`config.mk`:
```
export PLATFORM = sky130hd
export DESIGN_NAME = pool_row_ctrl
export DESIGN_NICKNAME = d
export VERILOG_FILES = /design/src/rtl/pool_ctrl_pkg.sv /design/src/rtl/wrap_cnt.sv /design/src/rtl/pool_row_ctrl.sv
export SDC_FILE = /design/constraint.sdc
export NUM_CORES = 1
export LEC_CHECK = 0
export BUFFER_PORTS_ARGS = -buffer_cell sky130_fd_sc_hd__buf_4
export CAP_MARGIN = 0
export CORE_MARGIN = 10
export CORE_UTILIZATION = 49
export DETAILED_ROUTE_END_ITERATION = 10
export GPL_TIMING_DRIVEN = 0
export PLACE_DENSITY = 0.86
export RECOVER_POWER = 50
export SETUP_SLACK_MARGIN = 0.05
export SLEW_MARGIN = 20
export SYNTH_ARGS = -nofsm -noshare
export SYNTH_HDL_FRONTEND = slang
export SYNTH_SLANG_ARGS = --single-unit
```
`constraint.sdc`:
```
create_clock -name clk -period 1.8 [get_ports clk]
set_clock_uncertainty 0.1 [all_clocks]
set_input_delay 0 -clock clk [delete_from_list [all_inputs] [get_ports clk]]
set_output_delay 0 -clock clk [all_outputs]
set_load 0.005 [all_outputs]
```
`src/rtl/pool_ctrl_pkg.sv`:
```
`default_nettype none
// ============================================================================
//  Module      : pool_ctrl_pkg
//  Description : Shared state encoding and field-width helpers for the
//                pooling row/line sequencing controller.
//  Contents    : ST_IDLE / ST_RUN state encodings, state_t,
//                cnt_w() (index field width), val_w() (count field width)
//  Revision    : 1.0  initial release
// ============================================================================
package pool_ctrl_pkg;

  typedef logic [0:0] state_t;

  localparam state_t ST_IDLE = 1'b0;
  localparam state_t ST_RUN  = 1'b1;

  // Bits needed to hold an index 0..n-1 (never narrower than one bit).
  function automatic int cnt_w(input int n);
    return (n <= 2) ? 1 : $clog2(n);
  endfunction

  // Bits needed to hold a count 0..n (never narrower than one bit).
  function automatic int val_w(input int n);
    return (n < 1) ? 1 : $clog2(n + 1);
  endfunction

endpackage
`default_nettype wire

```
`src/rtl/wrap_cnt.sv`:
```
`default_nettype none
// ============================================================================
//  Module      : wrap_cnt
//  Description : Generic wrapping counter. Counts 0..i_last on i_en and
//                wraps to 0 after reaching i_last. i_clr has priority.
//  Ports       : clk, rstn      - clock, async active-low reset
//                i_clr          - synchronous clear to 0
//                i_en           - advance enable
//                i_last [W]     - terminal value
//                o_cnt  [W]     - current count
//                o_term         - count equals terminal value
//  Revision    : 1.0  initial release
// ============================================================================
module wrap_cnt #(
  parameter int W = 4
) (
  input  logic         clk,
  input  logic         rstn,
  input  logic         i_clr,
  input  logic         i_en,
  input  logic [W-1:0] i_last,
  output logic [W-1:0] o_cnt,
  output logic         o_term
);

  logic [W-1:0] r_cnt;
  logic         w_term;

  assign w_term = (r_cnt == i_last);

  always_ff @(posedge clk or negedge rstn) begin
    if (!rstn) begin
      r_cnt <= '0;
    end else if (i_clr) begin
      r_cnt <= '0;
    end else if (i_en) begin
      r_cnt <= w_term ? '0 : r_cnt + W'(1);
    end
  end

  assign o_cnt  = r_cnt;
  assign o_term = w_term;

endmodule
`default_nettype wire

```
`src/rtl/pool_row_ctrl.sv`:
```
`default_nettype none
// ============================================================================
//  Module      : pool_row_ctrl
//  Description : Row/line sequencing controller for the pooling stage.
//                Counts conv pixels into lines and rows, steers each pixel
//                to one of POOL_H line buffers and flags completed row
//                groups (full, or the partial group at the frame tail).
//  Ports       : clk, rstn        - clock, async active-low reset
//                ConvValid_i      - layer active (low returns to IDLE)
//                vbit_i           - conv pixel valid
//                LineLen_i        - pixels per line, sampled on IDLE->RUN
//                RowNum_i         - rows per frame, sampled on IDLE->RUN
//                PoolLineSel_o    - current column index
//                PoolLineWe_o     - one-hot line buffer write enable (comb)
//                vbit_o           - row group complete pulse
//                PoolRows_o       - valid rows in completed group
//                RsZero_o         - last group of frame pulse
//                CfgErr_o         - sticky: clamped illegal configuration
//  Revision    : 1.0  initial release
// ============================================================================
module pool_row_ctrl
  import pool_ctrl_pkg::*;
#(
  parameter int MAX_LINE = 12,
  parameter int MAX_ROW  = 25,
  parameter int POOL_H   = 2,
  parameter int SEL_W    = $clog2(MAX_LINE)
) (
  input  logic                        clk,
  input  logic                        rstn,
  input  logic                        ConvValid_i,
  input  logic                        vbit_i,
  input  logic [$clog2(MAX_LINE+1)-1:0] LineLen_i,
  input  logic [$clog2(MAX_ROW+1)-1:0]  RowNum_i,
  output logic [SEL_W-1:0]            PoolLineSel_o,
  output logic [POOL_H-1:0]           PoolLineWe_o,
  output logic                        vbit_o,
  output logic [$clog2(POOL_H+1)-1:0] PoolRows_o,
  output logic                        RsZero_o,
  output logic                        CfgErr_o
);

  localparam int LEN_W  = $clog2(MAX_LINE + 1);
  localparam int RNUM_W = $clog2(MAX_ROW + 1);
  localparam int ROW_W  = cnt_w(MAX_ROW);
  localparam int GRP_W  = cnt_w(POOL_H);
  localparam int ROWS_W = $clog2(POOL_H + 1);

  localparam logic [GRP_W-1:0] C_GRP_LAST = GRP_W'(POOL_H - 1);

  state_t             r_state;
  logic [SEL_W-1:0]   r_line_last;
  logic [ROW_W-1:0]   r_row_last;
  logic               r_cfg_err;
  logic               r_vbit;
  logic [ROWS_W-1:0]  r_rows;
  logic               r_rs_zero;

  logic               w_run;
  logic               w_acc;
  logic               w_clr;
  logic [SEL_W-1:0]   w_line_cnt;
  logic               w_line_done;
  logic               w_line_adv;
  logic [ROW_W-1:0]   w_row_cnt;
  logic               w_row_done;
  logic [GRP_W-1:0]   w_grp_cnt;
  logic               w_grp_term;
  logic               w_grp_end;
  logic               w_frame_end;

  logic               w_len_bad;
  logic               w_row_bad;
  logic [LEN_W-1:0]   w_len_m1;
  logic [RNUM_W-1:0]  w_row_m1;

  // Configuration clamp: zero or above-maximum falls back to the maximum.
  assign w_len_bad = (LineLen_i == '0) || (LineLen_i > LEN_W'(MAX_LINE));
  assign w_row_bad = (RowNum_i == '0)  || (RowNum_i > RNUM_W'(MAX_ROW));
  assign w_len_m1  = (w_len_bad ? LEN_W'(MAX_LINE) : LineLen_i) - LEN_W'(1);
  assign w_row_m1  = (w_row_bad ? RNUM_W'(MAX_ROW) : RowNum_i) - RNUM_W'(1);

  assign w_run       = (r_state == ST_RUN);
  assign w_acc       = w_run & ConvValid_i & vbit_i;
  // Counters sit at zero in IDLE and are cleared on the RUN->IDLE edge.
  assign w_clr       = ~w_run | ~ConvValid_i;
  assign w_line_adv  = w_acc & w_line_done;
  assign w_frame_end = w_line_adv & w_row_done;
  assign w_grp_end   = w_line_adv & (w_grp_term | w_row_done);

  wrap_cnt #(.W(SEL_W)) u_line_cnt (
    .clk    (clk),
    .rstn   (rstn),
    .i_clr  (w_clr),
    .i_en   (w_acc),
    .i_last (r_line_last),
    .o_cnt  (w_line_cnt),
    .o_term (w_line_done)
  );

  wrap_cnt #(.W(ROW_W)) u_row_cnt (
    .clk    (clk),
    .rstn   (rstn),
    .i_clr  (w_clr),
    .i_en   (w_line_adv),
    .i_last (r_row_last),
    .o_cnt  (w_row_cnt),
    .o_term (w_row_done)
  );

  // Group counter restarts at every frame end so the next frame's first
  // line always lands in buffer 0, even after a partial tail group.
  wrap_cnt #(.W(GRP_W)) u_grp_cnt (
    .clk    (clk),
    .rstn   (rstn),
    .i_clr  (w_clr | w_frame_end),
    .i_en   (w_line_adv),
    .i_last (C_GRP_LAST),
    .o_cnt  (w_grp_cnt),
    .o_term (w_grp_term)
  );

  generate
    for (genvar gi = 0; gi < POOL_H; gi++) begin : g_we
      assign PoolLineWe_o[gi] = w_acc & (w_grp_cnt == GRP_W'(gi));
    end
  endgenerate

  always_ff @(posedge clk or negedge rstn) begin
    if (!rstn) begin
      r_state     <= ST_IDLE;
      r_line_last <= SEL_W'(MAX_LINE - 1);
      r_row_last  <= ROW_W'(MAX_ROW - 1);
      r_cfg_err   <= 1'b0;
      r_vbit      <= 1'b0;
      r_rows      <= '0;
      r_rs_zero   <= 1'b0;
    end else begin
      r_vbit    <= w_grp_end;
      r_rs_zero <= w_frame_end;
      if (w_grp_end) begin
        r_rows <= ROWS_W'(w_grp_cnt) + ROWS_W'(1);
      end
      case (r_state)
        ST_IDLE: begin
          if (ConvValid_i) begin
            r_state     <= ST_RUN;
            r_line_last <= SEL_W'(w_len_m1);
            r_row_last  <= ROW_W'(w_row_m1);
            r_cfg_err   <= w_len_bad | w_row_bad;
          end
        end
        ST_RUN: begin
          if (!ConvValid_i) begin
            r_state <= ST_IDLE;
          end
        end
        default: r_state <= ST_IDLE;
      endcase
    end
  end

  assign PoolLineSel_o = w_line_cnt;
  assign vbit_o        = r_vbit;
  assign PoolRows_o    = r_rows;
  assign RsZero_o      = r_rs_zero;
  assign CfgErr_o      = r_cfg_err;

  // Row counter value is only needed through its terminal flag.
  logic w_unused;
  assign w_unused = ^w_row_cnt;

endmodule
`default_nettype wire

```
==> metrics.txt, run 1 <==
area growth from synthesis to layout 39.6%; Slowest cell on crit path dfrtp_2; pin count of the biggest net entering global routing 16; minimum clock period 1.86 ns; Max-Slew Margin vs Limit 62.5%; worst setup slack after layout -0.0605 ns; total wire length 3290 um; cell breakdown of the critical path xor2_2, nor4_4, buf_4, buf_6, a21oi_4, a211o_1; worst min-delay path class input port to flop; cell taking the most area after synthesis dfrtp_1; top cells by area, synth dfrtp_1 37%, dfstp_2 9.8%, nand2_1 6.5%; proportion of register bits with asynchronous set or reset after synthesis 100%; Vias 1207; antenna violations before repair 0; failing checks negative setup slack; Max Fanout on Critical Path 5; highest ir drop seen on vdd 0.547 mV; Total Die Area 0.00521 mm^2; total chip power 0.00118 W; data required time of the critical path 1.93 ns; distinct cell type count of the synthesized netlist 33; count of unresolved DRC violations after routing 0; filler cell count in the final layout 197; layout cells sized above 1 28.4%; final estimated routing congestion in global placement 0.847; height of the chip 72.2 um; Critical path buffers and inverters 2; TritonCTS clock tree done; slew at the pin with the worst max-slew slack 0.560 ns; die width 72.2 um; Commonest cells post-synth 23 x nand2_1, 20 x dfrtp_1, 14 x nor2_1, 10 x o21ai_0, 8 x inv_1; area of the core region 0.00254 mm^2; total routing resource utilization after global routing 12.1%; setup repair after global routing missed its margin yes; number of vias per cell 5.49; flip-flop and latch count after synthesis 25; I/O Buffers 23; Final Slew Violations 0; Max Clk Rate 537 MHz; number of primary I/O pins 24; placed wire-length estimate after detailed placement 2240 um; maximum count of clock buffers along a single path 2; dominant cell by count in the synthesized netlist nand2_1; share of the synthesized area in the top cell type 37.5%; GRT Residual Overflow 0; vias in the first global route 1221; number of clock buffers inserted by TritonCTS 3; sum of negative setup slack -0.220 ns; yosys synthesis warning count 0; gate count after technology mapping 142; top cell family by delay on the critical path flip-flops; Initial Util 52.5%; antenna cell count 0; number of levels the H-tree was split into 1; number of nets in the finished design 208; Final ANT Viol Nets 0; number of enable flip-flop cells after synthesis 0; number of max-capacitance violations reported 0; pre-CTS WS -0.203 ns; global-route wire length before repair 5260 um; detailed-route wire length per cell 14.9 um; CP Capture Type flop; power per cell area 636 mW/mm^2; static leakage power 0.844 nW; number of clock sinks 25; Largest stage delay, worst path 0.48 ns; Crit path arrival time 1.99 ns; status finished, violations left; Synthesized Nets 159; most used flip-flop cell after synthesis dfrtp_1; Clock transition at path regs 0.16 ns; kind of start point of the critical path flop; drt first pass iters 4; number of rows in the core area 18; period utilization 103%; hold violation total from the final report 0; Detailed Route Iter0 Violations 49; CTS Root Cell clkbuf_4; fraction of the yosys area taken by sequential cells 47.3%; insertion delay to the later sink of the worst-skew pair 0.34 ns; syn_area_per_cell 9.40 um^2; Crit Path Class flop to flop; mapped cell area 0.00134 mm^2; Setup violations, final 5
## final timing paths
kind                                     start                   to  cells after the start  slack [ns]
min in group asynchronous                 rstn       r_line_last[3]                      2        0.26
max in group asynchronous                 rstn  u_line_cnt.o_cnt[0]                      3        0.31
hold / removal                     RowNum_i[1]        r_row_last[3]                      4        0.03
setup / recovery           u_line_cnt.o_cnt[2]   u_row_cnt.o_cnt[3]                      6       -0.06
setup reg to reg           u_line_cnt.o_cnt[2]   u_row_cnt.o_cnt[3]                      6       -0.06
hold reg to reg                 r_line_last[3]       r_line_last[3]                      2        0.38
## final cells by class
| cell class | count | area [um^2] | share of cell area [%] |
|---|---|---|---|
| timing repair buffer | 44 | 360 | 19.3 |
| tap | 30 | 37.5 | 2.01 |
| buffer | 2 | 8.76 | 0.470 |
| sequential | 25 | 634 | 34.0 |
| multi-input combinational | 107 | 762 | 40.9 |
| clock inverter | 1 | 7.51 | 0.403 |
| inverter | 8 | 30.0 | 1.61 |
| clock buffer | 3 | 22.5 | 1.21 |
## stage by stage
stage	instance area (um^2)	instances	utilization, %	hold WS (ns)
floorplan	1340	142	-	-0.396
global placement	1550	195	61.0	-0.190
detailed placement	1550	195	61.0	-0.181
CTS	1780	218	69.8	0.00999
global route	1860	220	73.2	0.0447
finish	1860	220	73.2	0.0270
## flip-flops by register name, indices dropped and copies added, names as in the netlist
signal and count:
r_row_last 5, vbit_o 1, r_state 1, u_grp_cnt.o_cnt 1, r_line_last 4, u_row_cnt.o_cnt 5, u_line_cnt.o_cnt 4, CfgErr_o 1
RsZero_o 1, PoolRows_o 2
## cells in the final DEF, fill, tap and decap left out, types with 2 or more instances in the layout
master	Yosys	layout
nand2_1	23	21
nor4_4	1	2
dlygate4sd3_1	0	16
xor2_1	5	4
nor2_4	0	2
o21ai_1	0	3
a31oi_1	2	2
a21oi_1	5	3
clkbuf_4	0	5
dfstp_2	5	5
buf_4	0	19
clkbuf_1	2	6
a22o_1	2	2
or2_2	2	2
xnor2_1	7	7
nor3_1	7	5
nor2_1	14	12
o22ai_2	0	2
dfrtp_1	20	18
a211o_1	2	2
dfrtp_2	0	2
ha_1	4	4
nor3_2	0	2
inv_1	8	8
o21ai_0	10	7
nand3_1	4	4
o31a_1	2	2
## cell families (layout without fill, tap and decap cells)
logic type / count (synthesis) / in the layout / synth area share, %
simple gates: 59 / 59 / 21.2
compound gates: 30 / 30 / 15.4
flops: 25 / 25 / 47.3
xor+xnor: 12 / 12 / 7.87
buf+inv: 10 / 58 / 2.81
fa+ha+maj: 4 / 4 / 3.75
mux: 2 / 2 / 1.69
## where the power goes
| group | total, W | switching, W | internal [W] |
|---|---|---|---|
| registers | 0.000650 | 0.0000334 | 0.000617 |
| logic | 0.000262 | 0.000136 | 0.000126 |
| clock network | 0.000273 | 0.000187 | 0.0000853 |
## metal layers
metal	GRT usage [%]	vias up	wire length (um)
met4	4.30	0	39
met1	12.7	583	1350
met5	0	-	0
met2	21.8	32	1680
met3	4.22	3	217
li1	-	589	-
## worst min-delay path, stage by stage
cell	delay (ns)
buf_4	0.12
o31a_1	0.13
nor3_1	0.04
a21oi_1	0.12
## repair_timing
item,4_1_cts,5_1_grt
endpoints found under the hold margin,40,0
buffers inserted,2,2
cloned,0,0
gates resized for setup,4,24
pin swaps,3,5
hold buffers,17,0
setup endpoints to repair,6,18
Note: power is estimated with default switching activity, not from simulation.
==> run 2: changes to the inputs <==
CORE_UTILIZATION = 51   (was 49)
CTS_BUF_LIST = sky130_fd_sc_hd__clkbuf_8   (was unset)
PLACE_DENSITY = 0.89   (was 0.86)
==> run 2 against run 1 <==
The run still ends with negative setup slack left. Global-route usage is 0.30 points higher. Total power is 4.1% higher. Critical endpoint is now u_row_cnt.o_cnt[2]. Sequential cell count stayed put. Routed wire length is 9.3% lower. Register-to-register slack better by 0.02 ns. Sequential power hardly changed. Die area is 2.8% lower. Highest routed layer unchanged. Sequential share of layout area is 2.6 points higher. Via count is 6.1% lower.
==> metrics.txt, run 2 (same netlist as run 1, synthesis figures left out) <==
Final ANT Viol Nets 0; status finished, violations left; maximum count of clock buffers along a single path 2; Clock transition at path regs 0.09 ns; setup repair after global routing missed its margin yes; area of the multi-input gates 704 um^2; Max-Slew Margin vs Limit 14.7%; worst min-delay path class input port to flop; placed wire-length estimate after detailed placement 2220 um; routed wl met2 1550 um; failing checks negative setup slack; number of levels the H-tree was split into 1; uppermost layer routed met4; Crit path arrival time 1.93 ns; worst setup slack after layout -0.0374 ns; fraction of power consumed by the clock network 28.0%; internal power contribution 0.000888 W; final estimated routing congestion in global placement 0.841; Net Sw Frac 28.0%; I/O Buffers 23; number of max-capacitance violations reported 0; Sw Pwr 0.000345 W; GRT Residual Overflow 0; hold violation total from the final report 0; number of nets in the finished design 198; cell depth of the worst flop-to-flop path 5; instance count along the most critical hold path 4; Metal-1 WL 1230 um; Final Slew Violations 0; number of clock buffers inserted by TritonCTS 3; static leakage power 0.794 nW; global-route wire length before repair 5330 um; Crit Path Class flop to flop; sequential cell area in the final layout 634 um^2; layout cells sized above 1 28.3%; commonest non-fill, non-tap cells in the layout 24 x buf_4, 22 x nand2_1, 18 x dfrtp_1; insertion delay to the later sink of the worst-skew pair 0.28 ns; minimum clock period 1.84 ns; total chip power 0.00123 W; Total Die Area 0.00506 mm^2; Comb pwr share 19.4%; total routing resource utilization after global routing 12.4%; CP Capture Type flop; Vias 1133; number of rows in the core area 18; data required time of the critical path 1.89 ns; Max Clk Rate 544 MHz; area growth from synthesis to layout 29.5%; highest ir drop seen on vdd 0.504 mV; kind of start point of the critical path flop; leading cell type in the layout, fill and taps excluded buf_4; slew at the pin with the worst max-slew slack 1.28 ns; area of the core region 0.00248 mm^2; antenna cell count 0; drt first pass iters 4; TritonCTS clock tree done; relative contribution of sequential cells to total power 52.6%; power per cell area 713 mW/mm^2; filler cell count in the final layout 190; die width 71.2 um; met3 WL 170 um; period utilization 102%; Detailed Route Iter0 Violations 52; antenna violations before repair 0; total wire length 2980 um; CTS Root Cell clkbuf_8; number of clock sinks 25; Setup violations, final 3; Max Fanout on Critical Path 2; count of unresolved DRC violations after routing 0; vias in the first global route 1176; detailed-route wire length per cell 14.2 um; Initial Util 53.9%; height of the chip 71.2 um; pin count of the biggest net entering global routing 26; register-to-register setup slack -0.04 ns; number of vias per cell 5.40; number of primary I/O pins 24; pre-CTS WS -0.223 ns
[run 2: changes by cell type in the layout (fill, tap and decap cells not counted), sizes merged]
| cell | delta |
|---|---|
| dlymetal6s4s | -1 |
| clkbuf | -4 |
| buf | +4 |
| dlygate4sd3 | -9 |
[run 2: path summary, 6_finish.rpt]
path                                       end      startpoint
min                                   CfgErr_o    LineLen_i[2]
min in group asynchronous             RsZero_o            rstn
max in group asynchronous  u_line_cnt.o_cnt[0]            rstn
max reg2reg                 u_row_cnt.o_cnt[2]  r_line_last[0]
min reg2reg                      r_row_last[3]   r_row_last[3]
max                         u_row_cnt.o_cnt[2]  r_line_last[0]
[run 2: power groups by stage]
stage | sequential (W) | clock, W | combinational (W)
after floorplan | 0.000653 | 0 | 0.000130
after global placement | 0.000657 | 0 | 0.000201
after detailed placement | 0.000659 | 0 | 0.000211
after CTS | 0.000649 | 0.000352 | 0.000238
after global routing | 0.000656 | 0.000372 | 0.000267
final | 0.000649 | 0.000345 | 0.000239
[run 2: routing by layer]
metal	vias up	track usage (%)
met5	-	0
li1	569	-
met2	26	21.7
met1	536	13.8
met4	0	4.52
met3	2	3.77
[run 2: layout make-up]
cell class,count,share of cell area (%)
Timing Repair Buffer,34,15.3
Buffer,2,0.507
Multi-Input combinational cell,107,40.7
Clock buffer,3,2.39
Tap cell,30,2.17
Inverter,8,1.74
Clock inverter,1,0.434
Sequential cell,25,36.7
[run 2: worst max-delay path: stages, from the launching register on]
cell      delay, ns
dfstp_2        0.55
xor2_1         0.09
nor4_4         0.37
o211ai_4       0.12
or3b_1         0.37
a31oi_1        0.16
[run 2: stage by stage]
| step | utilization [%] | setup TNS, ns | cell area, um^2 | instances | hold slack, ns |
|---|---|---|---|---|---|
| final | 69.8 | -0.0798 | 1730 | 210 | 0.0118 |
| after global routing | 69.8 | -0.368 | 1730 | 210 | 0.0351 |
| after CTS | 69.0 | -0.159 | 1710 | 209 | 0.00794 |
| after detailed placement | 62.7 | -0.306 | 1550 | 195 | -0.184 |
| after global placement | 62.7 | -0.138 | 1550 | 195 | -0.188 |
| after floorplan | - | -0.0273 | 1340 | 142 | -0.396 |
[run 2: timing repair]
action                                 in CTS  in global routing
setup endpoints to repair                   6                 15
setup buffers                               3                  1
pin swaps                                   3                  2
resized for setup                           6                 10
endpoints found under the hold margin      32                  0
hold buffers                                7                  0
==> run 3: changes to the inputs <==
GPL_TIMING_DRIVEN = unset   (was 0)
==> run 3 against run 2 <==
The flow still finishes with violations (negative setup slack). Register-to-register slack barely moved. Clock-buffer cell count did not move. Largest power group unchanged. Sequential share of layout area is 1.2 points lower. Sequential cell count stayed put. Sequential power hardly changed. Utilization is 2.1 points higher. Critical endpoint unchanged. Total power fell by 1.7%. Die area unchanged. Design area rose by 3.0%. Hold slack better by 0.0062 ns. Routed wire length is 3.6% higher.
==> metrics.txt, run 3 (same netlist as run 1, synthesis figures left out) <==
status finished, violations left; failing checks negative setup slack; pin count of the biggest net entering global routing 26; Setup violations, final 2; Crit Path Class flop to flop; cell breakdown of the critical path xor2_2, nor4_4, o211ai_4, or3b_1, a31oi_1; Max-Slew Margin vs Limit 14.2%; area growth from synthesis to layout 33.4%; die width 71.2 um; global-route wire length before repair 5080 um; I/O Buffers 23; placed wire-length estimate after detailed placement 2200 um; Initial Util 53.9%; Final Slew Violations 0; Slowest cell on crit path dfstp_2; CP Capture Type flop; data required time of the critical path 1.88 ns; count of unresolved DRC violations after routing 0; origin of the worst setup path r_line_last[0]; power per cell area 681 mW/mm^2; area of the core region 0.00248 mm^2; number of nets in the finished design 198; endpoint of the most critical setup path u_row_cnt.o_cnt[2]; cell count after placement 199; reg-to-reg startpoint r_line_last[0]; Clock transition at path regs 0.08 ns; drt first pass iters 4; number of clock sinks 25; vias in the first global route 1136; number of rows in the core area 18; period utilization 103%; Crit path arrival time 1.93 ns; Final ANT Viol Nets 0; filler cell count in the final layout 176; hold violation total from the final report 0; number of clock buffers inserted by TritonCTS 3; Detailed Route Iter0 Violations 59; final estimated routing congestion in global placement 0.830; reg-to-reg endpoint u_row_cnt.o_cnt[2]; worst setup slack after layout -0.0514 ns; Max Clk Rate 540 MHz; minimum clock period 1.85 ns; slew at the pin with the worst max-slew slack 1.29 ns; antenna cell count 0; pre-CTS WS -0.0233 ns; instance count along the most critical hold path 4; highest ir drop seen on vdd 0.512 mV; register-to-register setup slack -0.05 ns; detailed-route wire length per cell 14.7 um; number of max-capacitance violations reported 0; cell depth of the worst flop-to-flop path 5; TritonCTS clock tree done; area of the multi-input gates 756 um^2; Vias 1131; static leakage power 0.834 nW; GRT Residual Overflow 0; commonest non-fill, non-tap cells in the layout 29 x buf_4, 21 x nand2_1, 20 x dfrtp_1; total routing resource utilization after global routing 11.8%; Largest stage delay, worst path 0.56 ns; worst min-delay path class input port to flop; leading cell type in the layout, fill and taps excluded buf_4; total wire length 3090 um; layout cells sized above 1 32.2%; height of the chip 71.2 um; insertion delay to the later sink of the worst-skew pair 0.26 ns; CTS Root Cell clkbuf_8; number of primary I/O pins 24; Total Die Area 0.00506 mm^2; number of vias per cell 5.39; setup repair after global routing missed its margin yes; Max Fanout on Critical Path 3; number of levels the H-tree was split into 1; maximum count of clock buffers along a single path 2; Layout Cells excl Fill 210; antenna violations before repair 0; kind of start point of the critical path flop; sequential cell area in the final layout 632 um^2; Min Hold Slack 0.0180 ns
run 3: final cells by class:
| type | instances | area share, % |
|---|---|---|
| Tap cell | 30 | 2.11 |
| Multi-Input combinational cell | 107 | 42.4 |
| Clock buffer | 3 | 2.32 |
| Clock inverter | 1 | 0.211 |
| Inverter | 8 | 1.69 |
| Sequential cell | 25 | 35.5 |
| Timing Repair Buffer | 36 | 15.7 |
run 3: timing repair:
item	4_1_cts	5_1_grt
hold buffers	3	1
pin swaps	3	7
buffers inserted	1	3
setup endpoints to repair	5	10
hold endpoints to repair	28	1
resized for setup	2	21
run 3: critical path, delay by kind of cell (launching register included):
| family | cells | cell delay (ns) |
|---|---|---|
| DFF | 1 | 0.56 |
| AOI/OAI and AO/OA | 2 | 0.28 |
| and+or+nand+nor | 2 | 0.75 |
| xor gates and xnor gates | 1 | 0.09 |
run 3: layer usage:
metal	part of all wire [%]	global-route usage (%)
met5	0	0
met4	1.5	4.52
met3	5.0	3.63
met2	48	19.8
met1	46	13.8
run 3: how the worst min path moves through the flow:
stage,start,to,slack [ns]
after global routing,LineLen_i[0],r_line_last[0],0.05
after floorplan,rstn,CfgErr_o,-0.40
after CTS,RowNum_i[4],r_row_last[4],0.01
after detailed placement,rstn,vbit_o,-0.19
after global placement,rstn,u_grp_cnt.o_cnt,-0.19
final,RowNum_i[4],r_row_last[4],0.02
run 3: report_power, final:
group / switching, W / leakage (nW) / internal (W) / total (W)
clock: 0.000167 / 0.0269 / 0.000152 / 0.000320
combinational: 0.000127 / 0.490 / 0.000116 / 0.000243
sequential: 0.0000335 / 0.317 / 0.000616 / 0.000650
run 3: per-stage QoR:
| stage | area (um^2) | TNS, ns | total power, W | util [%] |
|---|---|---|---|---|
| floorplan | 1340 | -0.0273 | 0.000784 | - |
| global placement | 1590 | 0 | 0.000862 | 64.2 |
| detailed placement | 1590 | -0.0636 | 0.000874 | 64.2 |
| CTS | 1680 | -0.0317 | 0.00120 | 67.7 |
| global route | 1780 | -0.394 | 0.00127 | 71.9 |
| finish | 1780 | -0.0662 | 0.00121 | 71.9 |
